<file path="config.mk">
export PLATFORM = sky130hd
export DESIGN_NAME = alu_seq
export DESIGN_NICKNAME = d
export VERILOG_FILES = /design/src/rtl/alu_seq.sv
export SDC_FILE = /design/constraint.sdc
export NUM_CORES = 1
export LEC_CHECK = 0
export BUFFER_PORTS_ARGS = -buffer_cell sky130_fd_sc_hd__buf_4
export CAP_MARGIN = 20
export CORE_UTILIZATION = 40
export CTS_CLUSTER_SIZE = 10
export DETAILED_ROUTE_END_ITERATION = 8
export PLACE_DENSITY = 0.67
export SETUP_SLACK_MARGIN = 0.2
export SLEW_MARGIN = 0
export SYNTH_ARGS = -nofsm -noshare
export SYNTH_HDL_FRONTEND = slang
export SYNTH_SLANG_ARGS = --single-unit
</file>
<file path="constraint.sdc">
create_clock -name clk -period 5.52 [get_ports clk]
set_input_delay 1.104 -clock clk [delete_from_list [all_inputs] [get_ports clk]]
set_output_delay 1.104 -clock clk [all_outputs]
set_load 0.02 [all_outputs]
</file>
<file path="src/rtl/alu_seq.sv">
// Sequential ALU: single-cycle logic/arith ops plus iterative shift-add multiply
// and restoring divide. Divider is built only when ALU_SEQ_DIV_EN is defined.
module alu_seq #(
    parameter int WIDTH = 16
) (
    input  logic             clk,
    input  logic             rst_n,
    input  logic             start,
    input  logic [3:0]       select,
    input  logic [WIDTH-1:0] in1,
    input  logic [WIDTH-1:0] in2,
    output logic             busy,
    output logic             done,
    output logic [WIDTH-1:0] out1,
    output logic [WIDTH-1:0] out2,
    output logic             overflow,
    output logic             illegal
);

    localparam int SHW = $clog2(WIDTH);
    localparam int CW  = $clog2(WIDTH);
    localparam logic [CW-1:0] CNT_LAST = CW'(WIDTH - 1);

    localparam logic [3:0] OP_ADD = 4'd0;
    localparam logic [3:0] OP_SUB = 4'd1;
    localparam logic [3:0] OP_MUL = 4'd2;
    localparam logic [3:0] OP_DIV = 4'd3;
    localparam logic [3:0] OP_AND = 4'd4;
    localparam logic [3:0] OP_OR  = 4'd5;
    localparam logic [3:0] OP_XOR = 4'd6;
    localparam logic [3:0] OP_SHL = 4'd7;
    localparam logic [3:0] OP_SHR = 4'd8;

    typedef enum logic {S_IDLE, S_CALC} state_t;

    state_t             r_state;
    logic [CW-1:0]      r_cnt;
    logic [WIDTH-1:0]   r_a;
    logic [2*WIDTH-1:0] r_prod;

    logic [WIDTH:0]     w_sum;
    logic [WIDTH:0]     w_dif;
    logic [WIDTH-1:0]   w_res1;
    logic [WIDTH-1:0]   w_res2;
    logic               w_ovf;
    logic               w_ill;
    logic               w_multi;
    logic [WIDTH:0]     w_mul_sum;
    logic [2*WIDTH-1:0] w_prod_next;

    assign w_sum = {1'b0, in1} + {1'b0, in2};
    assign w_dif = {1'b0, in1} - {1'b0, in2};

    // Single-cycle results are computed straight from the inputs and loaded on accept.
    always_comb begin
        w_res1  = '0;
        w_res2  = '0;
        w_ovf   = 1'b0;
        w_ill   = 1'b0;
        w_multi = 1'b0;
        case (select)
            OP_ADD: begin
                w_res1 = w_sum[WIDTH-1:0];
                w_res2 = {{(WIDTH-1){1'b0}}, w_sum[WIDTH]};
                w_ovf  = (in1[WIDTH-1] == in2[WIDTH-1]) && (w_sum[WIDTH-1] != in1[WIDTH-1]);
            end
            OP_SUB: begin
                w_res1 = w_dif[WIDTH-1:0];
                w_res2 = {{(WIDTH-1){1'b0}}, w_dif[WIDTH]};
                w_ovf  = (in1[WIDTH-1] != in2[WIDTH-1]) && (w_dif[WIDTH-1] != in1[WIDTH-1]);
            end
            OP_MUL: w_multi = 1'b1;
`ifdef ALU_SEQ_DIV_EN
            OP_DIV: w_multi = 1'b1;
`endif
            OP_AND: w_res1 = in1 & in2;
            OP_OR:  w_res1 = in1 | in2;
            OP_XOR: w_res1 = in1 ^ in2;
            OP_SHL: w_res1 = in1 << in2[SHW-1:0];
            OP_SHR: w_res1 = in1 >> in2[SHW-1:0];
            default: w_ill = 1'b1;
        endcase
    end

    // Shift-add step: conditionally add A into the high half, then shift the pair right.
    assign w_mul_sum   = {1'b0, r_prod[2*WIDTH-1:WIDTH]} + (r_prod[0] ? {1'b0, r_a} : '0);
    assign w_prod_next = {w_mul_sum, r_prod[WIDTH-1:1]};

`ifdef ALU_SEQ_DIV_EN
    logic             r_is_div;
    logic [WIDTH-1:0] r_b;
    logic [WIDTH-1:0] r_rem;
    logic [WIDTH-1:0] r_quo;
    logic [WIDTH:0]   w_rem_shift;
    logic [WIDTH:0]   w_rem_diff;
    logic             w_div_ok;
    logic [WIDTH-1:0] w_rem_next;
    logic [WIDTH-1:0] w_quo_next;

    // Restoring step: bring in the next dividend bit, keep the difference if non-negative.
    assign w_rem_shift = {r_rem, r_quo[WIDTH-1]};
    assign w_rem_diff  = w_rem_shift - {1'b0, r_b};
    assign w_div_ok    = ~w_rem_diff[WIDTH];
    assign w_rem_next  = w_div_ok ? w_rem_diff[WIDTH-1:0] : w_rem_shift[WIDTH-1:0];
    assign w_quo_next  = {r_quo[WIDTH-2:0], w_div_ok};
`endif

    always_ff @(posedge clk or negedge rst_n) begin
        if (!rst_n) begin
            r_state  <= S_IDLE;
            r_cnt    <= '0;
            r_a      <= '0;
            r_prod   <= '0;
            busy     <= 1'b0;
            done     <= 1'b0;
            out1     <= '0;
            out2     <= '0;
            overflow <= 1'b0;
            illegal  <= 1'b0;
`ifdef ALU_SEQ_DIV_EN
            r_is_div <= 1'b0;
            r_b      <= '0;
            r_rem    <= '0;
            r_quo    <= '0;
`endif
        end else begin
            done <= 1'b0;
            case (r_state)
                S_IDLE: begin
                    if (start) begin
                        if (w_multi) begin
                            r_state <= S_CALC;
                            busy    <= 1'b1;
                            r_cnt   <= '0;
                            r_a     <= in1;
                            r_prod  <= {{WIDTH{1'b0}}, in2};
`ifdef ALU_SEQ_DIV_EN
                            r_is_div <= (select == OP_DIV);
                            r_b      <= in2;
                            r_rem    <= '0;
                            r_quo    <= in1;
`endif
                        end else begin
                            done     <= 1'b1;
                            out1     <= w_res1;
                            out2     <= w_res2;
                            overflow <= w_ovf;
                            illegal  <= w_ill;
                        end
                    end
                end
                S_CALC: begin
                    r_cnt  <= r_cnt + CW'(1);
                    r_prod <= w_prod_next;
`ifdef ALU_SEQ_DIV_EN
                    r_rem  <= w_rem_next;
                    r_quo  <= w_quo_next;
`endif
                    if (r_cnt == CNT_LAST) begin
                        r_state <= S_IDLE;
                        busy    <= 1'b0;
                        done    <= 1'b1;
                        illegal <= 1'b0;
`ifdef ALU_SEQ_DIV_EN
                        if (r_is_div) begin
                            if (r_b == '0) begin
                                out1     <= '1;
                                out2     <= r_a;
                                overflow <= 1'b1;
                            end else begin
                                out1     <= w_quo_next;
                                out2     <= w_rem_next;
                                overflow <= 1'b0;
                            end
                        end else
`endif
                        begin
                            out1     <= w_prod_next[WIDTH-1:0];
                            out2     <= w_prod_next[2*WIDTH-1:WIDTH];
                            overflow <= |w_prod_next[2*WIDTH-1:WIDTH];
                        end
                    end
                end
                default: r_state <= S_IDLE;
            endcase
        end
    end

endmodule

</file>
==> impl_metrics.yaml, run 1 <==
pwr:
  pwr-share-clk: 0.191
  power.internal_w: 0.001791
  power.static_leakage_nw: 4.234
  comb_power_share: 0.463
  power_switching_share: 0.4338
  power.density_cell_area_nw_per_um2: 354.7
  power_frac_seq: 0.346
  vdd_ir_drop_max_mv: 0.1660
  p_switching_w: 0.001372
route:
  drtAntennaViolNets: 0
  vias: 7814
  post_drt_via_cell_ratio: 5.911
  drt-pass1-iter-count: 6
  detail_route.wl_per_cell_um: 20.75
  postRouteWirelength_mm: 27.44
  detail_route.drc_violations: 0
  drt-initial-drc-count: 709
floorplanning:
  die_width_um: 142.3
  floorplan.core_area_um2: 19020
  fp.dieH_um: 142.3
  rows: 50
  total_die_area_um2: 20260
  num_ports: 75
  start_util: 0.4141
place:
  port_buffers: 74
  dp_slack_ns: 1.001
  detailedPlacementHpwl_mm: 20.80
  gpl.final_weighted_congestion: 1.038
synthesis:
  yosysSeqAreaShare: 0.2828
  number_of_flops_mapped_to_enable_cells_by_yosys: 0
  synth_top_flop_cell: "sky130_fd_sc_hd__dfrtp_1"
  net_count_after_synthesis: 1130
  synth_area_um2: 7876
  synthArstFlopShare: 1.000
  yosys_warnings: 0
  synthesis.instances: 1019
  flip_flop_and_latch_count_after_synthesis: 89
  mean_area_per_synthesized_cell_um2: 7.729
  netlist_cell_types: 69
cells_and_area:
  area_growth_syn_to_layout_pct: 13.25
  combined_area_of_the_multi_input_logic_cells_um2: 5210
  fillerInstances: 1969
  post_route_cells_drive_above_1_share: 0.1186
  nNetsFinal: 1168
  n_diodes: 0
  regArea_um2: 2228
setup_path:
  cp-end-kind: "flop"
  rrSetupSlack_ns: 1.45
  timing.critical_path.from: "in2[1]"
  crit_arrival_ns: 4.51
  critical_path.endpoint: "out1[14]"
  setup.worst_path.start_class: "primary input"
  crit-reg2reg-launch: "r_prod[0]"
  crit-reg2reg-capture: "overflow"
  worstSetupPathType: "in -> reg"
  crit_fanout: 50
  timing.reg2reg.worst_path_depth: 11
  worst_ep_required_time_ns: 5.75
timing:
  setup_viol: 0
  clock-skew-final_ns: 0.008476
  post-route-period-util: 0.7760
  worst_slew_margin_rel: 0.3488
  post-route-min-period_ns: 4.283
  finalSetupTns_ns: 0
  max_slew_violation_count: 0
  setup_slack_ns: 1.237
  grt_setup_unrepaired: "no"
  hold_violations: 0
  timing.fmax_mhz: 233.5
  worstMarginPinSlew_ns: 0.9745
clocking:
  cts_made_buffers: 9
  htree_levels: 3
  post_cts_resized: 0
  insertion_delay_ns: 0.36
  clk_pin_slew_ns: 0.07
  postCtsSetupRepairBufs: 0
  cts_root_buffer: "sky130_fd_sc_hd__clkbuf_16"
  cts-hold-fix-buffers: 0
  max_buffers_root_to_sink: 2
  tritoncts: "built"
  tritoncts_num_sinks: 89
global_routing:
  globalRouteMet1Util: 0.3432
  antenna_found_initial: 0
  vias_in_the_first_global_route: 7339
  grt_overflow_total: 0
  busiest_metal_layer_after_global_routing: "met2"
  met2_usage: 0.4543
  met3_usage: 0.05047
  grt_first_pass_wirelength_mm: 42.13
  gr-usage-all-layers: 0.2783
  grt_start_max_net_pins: 54
job:
  timing.max_cap.violations: 0
hold_path:
  holdCritPathClass: "reg -> reg"
run_status:
  status: "finished, final reports clean"
==> worst min path at each step <==
stage          startpoint      end  depth (start not counted)
3_5_place_dp       r_a[5]   r_a[5]                          2
5_1_grt            r_a[9]   r_a[9]                          2
4_1_cts           r_a[14]  r_a[14]                          2
6_report          r_a[12]  r_a[12]                          2
2_1_floorplan     r_a[15]  r_a[15]                          2
3_3_place_gp       r_a[2]   r_a[2]                          2
==> stage by stage <==
step                hold WS [ns]  utilization  instance area [um^2]  std cells  power, W
finish                    0.4749       0.4690                  8920       1322  0.003164
global route              0.4927       0.4690                  8920       1322  0.003393
CTS                       0.4811       0.4690                  8920       1322  0.003184
detailed placement        0.4652       0.4538                  8631       1306  0.002566
global placement          0.4540       0.4538                  8631       1306  0.002541
floorplan                 0.4418            -                  7876       1019  0.002020
==> layout by cell type (no fill, tap or decap), types with 5 or more instances in the layout <==
cell                        netlist  layout
sky130_fd_sc_hd__a21oi_1         83      83
sky130_fd_sc_hd__and2_1          19      19
sky130_fd_sc_hd__a31oi_1          8       8
sky130_fd_sc_hd__nor2b_1          8       8
sky130_fd_sc_hd__o21ai_0         92      92
sky130_fd_sc_hd__clkbuf_16        0       9
sky130_fd_sc_hd__mux4_2           5       5
sky130_fd_sc_hd__o31ai_1         12      12
sky130_fd_sc_hd__nand4_1          7       7
sky130_fd_sc_hd__a221oi_1         8       8
sky130_fd_sc_hd__mux2_2           6       6
sky130_fd_sc_hd__o21a_1          12      12
sky130_fd_sc_hd__nor3_1          20      20
sky130_fd_sc_hd__or4_1            6       6
sky130_fd_sc_hd__inv_1           56      56
sky130_fd_sc_hd__nor2_1         108     108
sky130_fd_sc_hd__xor2_1           8       8
sky130_fd_sc_hd__or3_1            5       5
sky130_fd_sc_hd__ha_1            69      69
sky130_fd_sc_hd__o221ai_1         5       5
sky130_fd_sc_hd__dfrtp_1         89      88
sky130_fd_sc_hd__a211o_1          5       5
sky130_fd_sc_hd__o21bai_1         7       7
sky130_fd_sc_hd__mux2i_1         22      22
sky130_fd_sc_hd__xnor2_1         11      11
sky130_fd_sc_hd__a21o_1          10      10
sky130_fd_sc_hd__a211oi_1        16      16
sky130_fd_sc_hd__nand2b_1        12      12
sky130_fd_sc_hd__o211ai_1        12      12
sky130_fd_sc_hd__a22oi_1          6       6
sky130_fd_sc_hd__nor4_1           8       8
sky130_fd_sc_hd__o22ai_1          6       6
sky130_fd_sc_hd__a311oi_1         5       5
sky130_fd_sc_hd__nand2_1        144     144
sky130_fd_sc_hd__buf_4            0      86
sky130_fd_sc_hd__nand3_1         13      13
==> cells in the mapped netlist, drive strengths merged (11+ instances only) <==
master  number  area (um^2)
o21a        12        90.09
inv         59        221.5
a211oi      16        120.1
a21oi       85        432.9
nor3        20        100.1
mux2i       22        220.2
o211ai      12        90.09
nand3       13        65.06
ha          69        863.3
a21o        11        83.83
clkbuf      46        172.7
dfrtp       89         2227
buf         13        52.55
and2        19        118.9
xnor2       11        96.34
o31ai       12        90.09
nand2      144        540.5
nor2       108        405.4
o21ai       92        460.4
nand2b      12        75.07
==> routing by layer <==
layer	share of wire	vias to the layer above	wire length (um)
met2	0.47	371	12850
met1	0.40	3645	11020
met4	0.060	0	1644
li1	-	3705	-
met5	0	-	0
met3	0.070	93	1918
==> cells by family after synthesis <==
| logic type | after synthesis | share of synthesized area |
|---|---|---|
| muxes | 33 | 0.05083 |
| buffers and inverters | 118 | 0.05671 |
| DFF | 89 | 0.2828 |
| xor gates and xnor gates | 19 | 0.02113 |
| and+or+nand+nor | 368 | 0.2125 |
| AOI/OAI and AO/OA | 320 | 0.2588 |
| adders and majority gates | 72 | 0.1172 |
==> worst max-delay path: stages <==
cell	delay, ns
sky130_fd_sc_hd__buf_4	0.42
sky130_fd_sc_hd__inv_1	0.31
sky130_fd_sc_hd__fa_1	0.49
sky130_fd_sc_hd__nor2b_1	0.16
sky130_fd_sc_hd__o311ai_0	0.68
sky130_fd_sc_hd__and3_1	0.30
sky130_fd_sc_hd__o41ai_1	0.16
sky130_fd_sc_hd__a311o_1	0.41
sky130_fd_sc_hd__a22o_1	0.24
sky130_fd_sc_hd__o21ai_0	0.14
sky130_fd_sc_hd__a31oi_1	0.10
==> power by group through the flow <==
stage / Combinational, W / Sequential [W] / Clock, W
after floorplan: 0.000865 / 0.00115 / 0
after global placement: 0.00144 / 0.00110 / 0
after detailed placement: 0.00146 / 0.00110 / 0
after CTS: 0.00147 / 0.00110 / 0.000621
after global routing: 0.00162 / 0.00112 / 0.000647
final: 0.00146 / 0.00109 / 0.000605
==> area by class of cell <==
class,instances,share of cell area
multi-input combinational,812,0.5841
timing repair buffer,86,0.07238
inverter,59,0.02483
clock inverter,6,0.005611
clock buffer,10,0.02679
sequential,89,0.2498
tap,260,0.03647
==> flip-flops by register name (all words and copies together) (netlist names) <==
name and flops:
r_state 1, out1 16, illegal 1, r_cnt 4, r_prod 32, overflow 1
busy 1, r_a 16, out2 16, done 1
(Power assumes the default switching activity.)
==> run 2: changes to the inputs <==
- ABC_AREA: default -> 1
- PLACE_DENSITY: 0.67 -> 0.66
- clock period: 5.52 -> 4.4 ns (I/O delays scaled with it)
==> run 2 against run 1 <==
Core utilization down 1.6 points; power up 31%; combinational power up 39%; first-iteration DRC count up 34%.
==> impl_metrics.yaml, run 2 <==
timing:
  finalSetupTns_ns: 0
  timing.fmax_mhz: 334.2
  worst_slew_margin_rel: 0.4777
  hold_violations: 0
  max_slew_violation_count: 0
  grt_setup_unrepaired: "no"
  worstMarginPinSlew_ns: 0.7835
  setup_viol: 0
  post-route-period-util: 0.6801
  post-route-min-period_ns: 2.992
  clock-skew-final_ns: 0.009767
route:
  detail_route.drc_violations: 0
  detail_route.wirelength.met1_mm: 13.46
  met2_wirelength_mm: 13.25
  postRouteWirelength_mm: 30.08
  post_drt_via_cell_ratio: 5.405
  detail_route.wl_per_cell_um: 17.52
  drt-pass1-iter-count: 5
  drt-initial-drc-count: 950
  routed-wl-met3_mm: 2.266
  vias: 9281
  drtAntennaViolNets: 0
  top_signal_layer_used: "met4"
floorplanning:
  die_width_um: 148.8
  rows: 53
  fp.dieH_um: 148.8
  num_ports: 75
  start_util: 0.4087
  floorplan.core_area_um2: 21090
  total_die_area_um2: 22140
clocking:
  clk_pin_slew_ns: 0.06
  htree_levels: 3
  cts_root_buffer: "sky130_fd_sc_hd__clkbuf_16"
  cts-hold-fix-buffers: 0
  cts_made_buffers: 9
  tritoncts: "built"
  tritoncts_num_sinks: 89
  insertion_delay_ns: 0.35
  post_cts_resized: 0
  max_buffers_root_to_sink: 2
  postCtsSetupRepairBufs: 0
synthesis:
  yosysSeqAreaShare: 0.2584
  synth_area_um2: 8620
  yosys_warnings: 0
  synth_top_flop_cell: "sky130_fd_sc_hd__dfrtp_1"
  netlist_cell_types: 43
  mean_area_per_synthesized_cell_um2: 6.135
  synthesis.instances: 1405
  yosys.area.top_type: "sky130_fd_sc_hd__dfrtp_1"
  synth_top_cells_by_area: "sky130_fd_sc_hd__dfrtp_1 26%, sky130_fd_sc_hd__nand2_1 22%, sky130_fd_sc_hd__ha_1 10%"
  synthArstFlopShare: 1.000
  synth_top_cells_by_count: "497 x sky130_fd_sc_hd__nand2_1, 151 x sky130_fd_sc_hd__inv_1, 133 x sky130_fd_sc_hd__nand3_1"
  flip_flop_and_latch_count_after_synthesis: 89
  net_count_after_synthesis: 1516
  number_of_flops_mapped_to_enable_cells_by_yosys: 0
  synthDominantCellAreaShare: 0.2584
  synth_most_common_cell: "sky130_fd_sc_hd__nand2_1"
global_routing:
  grt_first_pass_wirelength_mm: 46.43
  gr-usage-all-layers: 0.2749
  vias_in_the_first_global_route: 8382
  grt_start_max_net_pins: 63
  antenna_found_initial: 0
  grt_overflow_total: 0
pwr:
  power.density_cell_area_nw_per_um2: 433.4
  power.internal_w: 0.002254
  p_switching_w: 0.001882
  vdd_ir_drop_max_mv: 0.2089
  pwr-share-clk: 0.171
  power_switching_share: 0.4550
  power.static_leakage_nw: 5.183
  total_power_w: 0.004136
  comb_power_share: 0.490
  power_frac_seq: 0.339
setup_path:
  cp-end-kind: "flop"
  worst_ep_required_time_ns: 4.63
  crit_arrival_ns: 3.22
  worstSetupPathType: "in -> reg"
  setup.worst_path.start_class: "primary input"
  crit_fanout: 38
cells_and_area:
  top_register_by_number_of_flip_flops: "r_prod"
  nNetsFinal: 1550
  regArea_um2: 2227
  fillerInstances: 2327
  flip_flop_count_of_the_largest_register_after_layout: 32
  post_route_cells_drive_above_1_share: 0.08530
  layout_commonest_cell: "sky130_fd_sc_hd__nand2_1"
  n_diodes: 0
  area_growth_syn_to_layout_pct: 10.71
  combined_area_of_the_multi_input_logic_cells_um2: 5475
  commonest_cells_after_routing_fill_and_taps_aside: "497 x sky130_fd_sc_hd__nand2_1, 151 x sky130_fd_sc_hd__inv_1, 133 x sky130_fd_sc_hd__nand3_1, 114 x sky130_fd_sc_hd__nor2_1, 89 x sky130_fd_sc_hd__dfrtp_1"
place:
  detailedPlacementHpwl_mm: 23.37
  gpl.final_weighted_congestion: 0.9982
  port_buffers: 74
hold_path:
  holdCritPathClass: "reg -> reg"
job:
  timing.max_cap.violations: 0
run_status:
  status: "finished, final reports clean"
[run 2: cell types whose count changed after synthesis, moves of 20 or more]
cell	change
sky130_fd_sc_hd__nand2_1	+353
sky130_fd_sc_hd__inv_1	+95
sky130_fd_sc_hd__mux2i_1	-20
sky130_fd_sc_hd__nand3_1	+120
sky130_fd_sc_hd__buf_2	+23
sky130_fd_sc_hd__clkbuf_1	-25
[run 2: worst paths after layout]
kind	slack (ns)	cells past startpoint	end	from
min	0.48	2	out2[8]	out2[8]
min reg2reg	0.48	2	out2[8]	out2[8]
max in group asynchronous	2.89	2	r_prod[5]	rst_n
max reg2reg	1.58	9	out1[9]	r_state
max	1.41	17	out1[14]	in2[1]
min in group asynchronous	0.62	1	out2[6]	rst_n
[run 2: layout make-up]
| type | count | share of cell area |
|---|---|---|
| multi-input cells | 1091 | 0.5738 |
| flip-flops and latches | 89 | 0.2334 |
| inverters | 167 | 0.06569 |
| repair buffers | 81 | 0.06372 |
| well taps | 275 | 0.03606 |
| clock buffers | 11 | 0.02544 |
| clock inverters | 3 | 0.001967 |
[run 2: power by group through the flow]
stage	clock network [W]	registers, W	logic (W)
after floorplan	0	0.00151	0.00120
after global placement	0	0.00141	0.00199
after detailed placement	0	0.00141	0.00202
after CTS	0.000715	0.00140	0.00202
after global routing	0.000752	0.00144	0.00225
final	0.000708	0.00140	0.00203
[run 2: stage by stage]
step	cells	worst slack, ns	hold slack (ns)	cell area, um^2	util
after global routing	1717	1.159	0.5053	9543	0.4525
after CTS	1717	1.439	0.4899	9543	0.4525
final	1717	1.408	0.4840	9543	0.4525
after detailed placement	1703	1.095	0.4756	9281	0.4401
after floorplan	1405	1.524	0.4483	8620	-
after global placement	1703	1.126	0.4662	9281	0.4401
[run 2: cells by family (layout without fill, tap and decap cells)]
group                      after synthesis  count (layout)  synth area share
xor gates and xnor gates                 3               3          0.003049
buffers and inverters                  225             262            0.1067
adders and majority gates               72              72            0.1071
muxes                                    2               2          0.002323
AOI/OAI and AO/OA                      223             223            0.1447
and+or+nand+nor                        791             791            0.3777
DFF                                     89              89            0.2584
[run 2: layer usage]
| layer | vias up | GRT usage |
|---|---|---|
| li1 | 4575 | - |
| met1 | 4245 | 0.3887 |
| met2 | 403 | 0.4280 |
| met3 | 58 | 0.03119 |
| met4 | 0 | 0.1056 |
| met5 | - | 0 |
[run 2: worst max-delay path, cell delays in order]
cell,delay (ns)
sky130_fd_sc_hd__buf_4,0.29
sky130_fd_sc_hd__inv_2,0.34
sky130_fd_sc_hd__fa_1,0.51
sky130_fd_sc_hd__inv_1,0.07
sky130_fd_sc_hd__nand2_1,0.06
sky130_fd_sc_hd__nand2_1,0.06
sky130_fd_sc_hd__nand2_1,0.04
sky130_fd_sc_hd__nand2_1,0.15
sky130_fd_sc_hd__nand2_1,0.07
sky130_fd_sc_hd__nand2_1,0.12
sky130_fd_sc_hd__nand2_1,0.09
sky130_fd_sc_hd__nand2_1,0.08
sky130_fd_sc_hd__nand2_1,0.05
sky130_fd_sc_hd__nand3_1,0.07
sky130_fd_sc_hd__nand3_1,0.13
sky130_fd_sc_hd__nand2_1,0.10
sky130_fd_sc_hd__a21oi_1,0.07
==> run 3: changes to the inputs <==
- PLACE_DENSITY: 0.66 -> 0.68
- clock period: 4.4 -> 2.6 ns (I/O delays scaled with it)
==> run 3 against run 2 <==
Register-to-register slack got worse by 1.3 ns; global-route usage increased by 2.8 points; clock-buffer cell count is the same; combinational power is 86% higher; die area unchanged; critical endpoint is now overflow; wire length up 9.3%; critical path depth did not move; non-clock buffer count rose by 72; first-iteration DRC count fell by 8.9%; power is 81% higher; worst setup slack worse by 1.1 ns; largest cell class unchanged; clock skew is 0.0023 ns lower.
==> impl_metrics.yaml, run 3 (synthesis gave the netlist of run 2 again) <==
cells_and_area:
  layout_commonest_cell: "sky130_fd_sc_hd__nand2_1"
  commonest_cells_after_routing_fill_and_taps_aside: "494 x sky130_fd_sc_hd__nand2_1, 151 x sky130_fd_sc_hd__buf_4, 150 x sky130_fd_sc_hd__inv_1, 133 x sky130_fd_sc_hd__nand3_1, 107 x sky130_fd_sc_hd__nor2_1"
  flip_flop_count_of_the_largest_register_after_layout: 32
  n_diodes: 0
  fillerInstances: 2234
  regArea_um2: 2227
  nNetsFinal: 1622
  top_register_by_number_of_flip_flops: "r_prod"
  combined_area_of_the_multi_input_logic_cells_um2: 5599
  post_route_cells_drive_above_1_share: 0.1458
  post-route-util: 0.4865
  area_growth_syn_to_layout_pct: 19.03
run_status:
  status: "finished, final reports clean"
setup_path:
  timing.critical_path.cells: "buf_4 -> nand2_1 -> inv_1 -> ha_2 -> nand2_1 -> inv_1 -> nand2_1 -> nand2_1 -> inv_1 -> nand3_1 -> nand2_1 -> nand2_1 -> nand2_1 -> nor2_1 -> nand4_1 -> nand3_1 -> nand2_1"
  path_common_cell: "sky130_fd_sc_hd__nand2_1"
  critPathTopFamily: "simple AND/OR/NAND/NOR gates"
  worst_ep_required_time_ns: 2.85
  worst_path_max_delay_cell: "sky130_fd_sc_hd__dfrtp_1"
  cp-end-kind: "flop"
  setup.worst_path.start_class: "flop"
  slowest_delay_ns: 0.40
  crit_arrival_ns: 2.53
  crit_fanout: 7
  timing.reg2reg.worst_path_depth: 17
  worstSetupPathDepth: 17
  path_buf_inv: 4
  worstSetupPathType: "reg -> reg"
timing:
  grt_setup_unrepaired: "yes"
  worstMarginPinSlew_ns: 0.6038
  max_slew_violation_count: 0
  worst_slew_margin_rel: 0.5970
  post-route-period-util: 0.8793
  post-route-min-period_ns: 2.286
  clock-skew-final_ns: 0.007429
  hold_violations: 0
  finalSetupTns_ns: 0
  fin_hold_ws_ns: 0.08764
  setup_viol: 0
  timing.fmax_mhz: 437.4
clocking:
  max_buffers_root_to_sink: 2
  insertion_delay_ns: 0.36
  cts_root_buffer: "sky130_fd_sc_hd__clkbuf_16"
  htree_levels: 3
  cts_made_buffers: 9
  tritoncts: "built"
  postCtsSetupRepairBufs: 0
  tritoncts_num_sinks: 89
  clk_pin_slew_ns: 0.07
place:
  detailedPlacementHpwl_mm: 26.14
  gpl.final_weighted_congestion: 1.002
  port_buffers: 74
route:
  drtAntennaViolNets: 0
  detail_route.wl_per_cell_um: 18.36
  postRouteWirelength_mm: 32.88
  drt-initial-drc-count: 865
  drt-pass1-iter-count: 5
  vias: 9706
  detail_route.drc_violations: 0
  post_drt_via_cell_ratio: 5.419
global_routing:
  vias_in_the_first_global_route: 9011
  gr-usage-all-layers: 0.3029
  grt_first_pass_wirelength_mm: 50.44
  grt_overflow_total: 0
  antenna_found_initial: 1
  grt_start_max_net_pins: 46
pwr:
  vdd_ir_drop_max_mv: 0.3724
  power.density_cell_area_nw_per_um2: 731.0
  power.static_leakage_nw: 5.519
floorplanning:
  die_width_um: 148.8
  start_util: 0.4087
  rows: 53
  fp.dieH_um: 148.8
  num_ports: 75
  total_die_area_um2: 22140
  floorplan.core_area_um2: 21090
job:
  timing.max_cap.violations: 0
hold_path:
  holdCritPathClass: "in -> async"
run 3: cell types whose count changed in the layout (fill, tap and decap cells not counted), moves of 6 or more:
cell                     previous run  this run
sky130_fd_sc_hd__buf_4             81       151
sky130_fd_sc_hd__ha_4               0         6
sky130_fd_sc_hd__nor2_2             5        11
sky130_fd_sc_hd__nor2_1           114       107
sky130_fd_sc_hd__ha_1              69        60
run 3: area by class of cell:
| type | count | share of cell area |
|---|---|---|
| inverters | 167 | 0.06146 |
| flip-flops and latches | 89 | 0.2171 |
| repair buffers | 153 | 0.1139 |
| clock buffers | 11 | 0.02463 |
| multi-input cells | 1091 | 0.5457 |
| clock inverters | 5 | 0.003659 |
| well taps | 275 | 0.03354 |
run 3: where the power goes:
| group | internal, W | total, W | switching, W | leakage [nW] |
|---|---|---|---|---|
| combinational | 0.00141 | 0.00378 | 0.00238 | 4.24 |
| clock | 0.000706 | 0.00131 | 0.000605 | 0.139 |
| sequential | 0.00196 | 0.00240 | 0.000449 | 1.14 |
run 3: layer usage:
layer  up-vias  part of all wire  track usage
met3        78             0.080      0.04648
met2       436              0.43       0.4584
met4         2             0.041       0.1321
met1      4458              0.45       0.4255
met5         -           0.00027            0
li1       4732                 -            -
run 3: worst paths after layout:
check | to | slack (ns) | from
setup / recovery | overflow | 0.31 | r_prod[0]
hold / removal | out2[6] | 0.09 | rst_n
setup reg to reg | overflow | 0.31 | r_prod[0]
hold reg to reg | busy | 0.48 | busy
max in group asynchronous | r_a[10] | 1.91 | rst_n
min in group clk | busy | 0.48 | busy
run 3: metrics by stage:
step / setup slack [ns] / total power [W] / cells / cell area (um^2)
floorplan: 0.2120 / 0.004582 / 1405 / 8621
global placement: -0.05215 / 0.005989 / 1774 / 9827
detailed placement: -0.06972 / 0.006062 / 1775 / 9842
CTS: 0.2127 / 0.007384 / 1791 / 10130
global route: 0.1120 / 0.008048 / 1791 / 10260
finish: 0.3138 / 0.007500 / 1791 / 10260
run 3: timing repair:
action / CTS / global route
setup endpoints to repair: 0 / 6
hold buffers: 0 / 0
gates resized for setup: 0 / 26
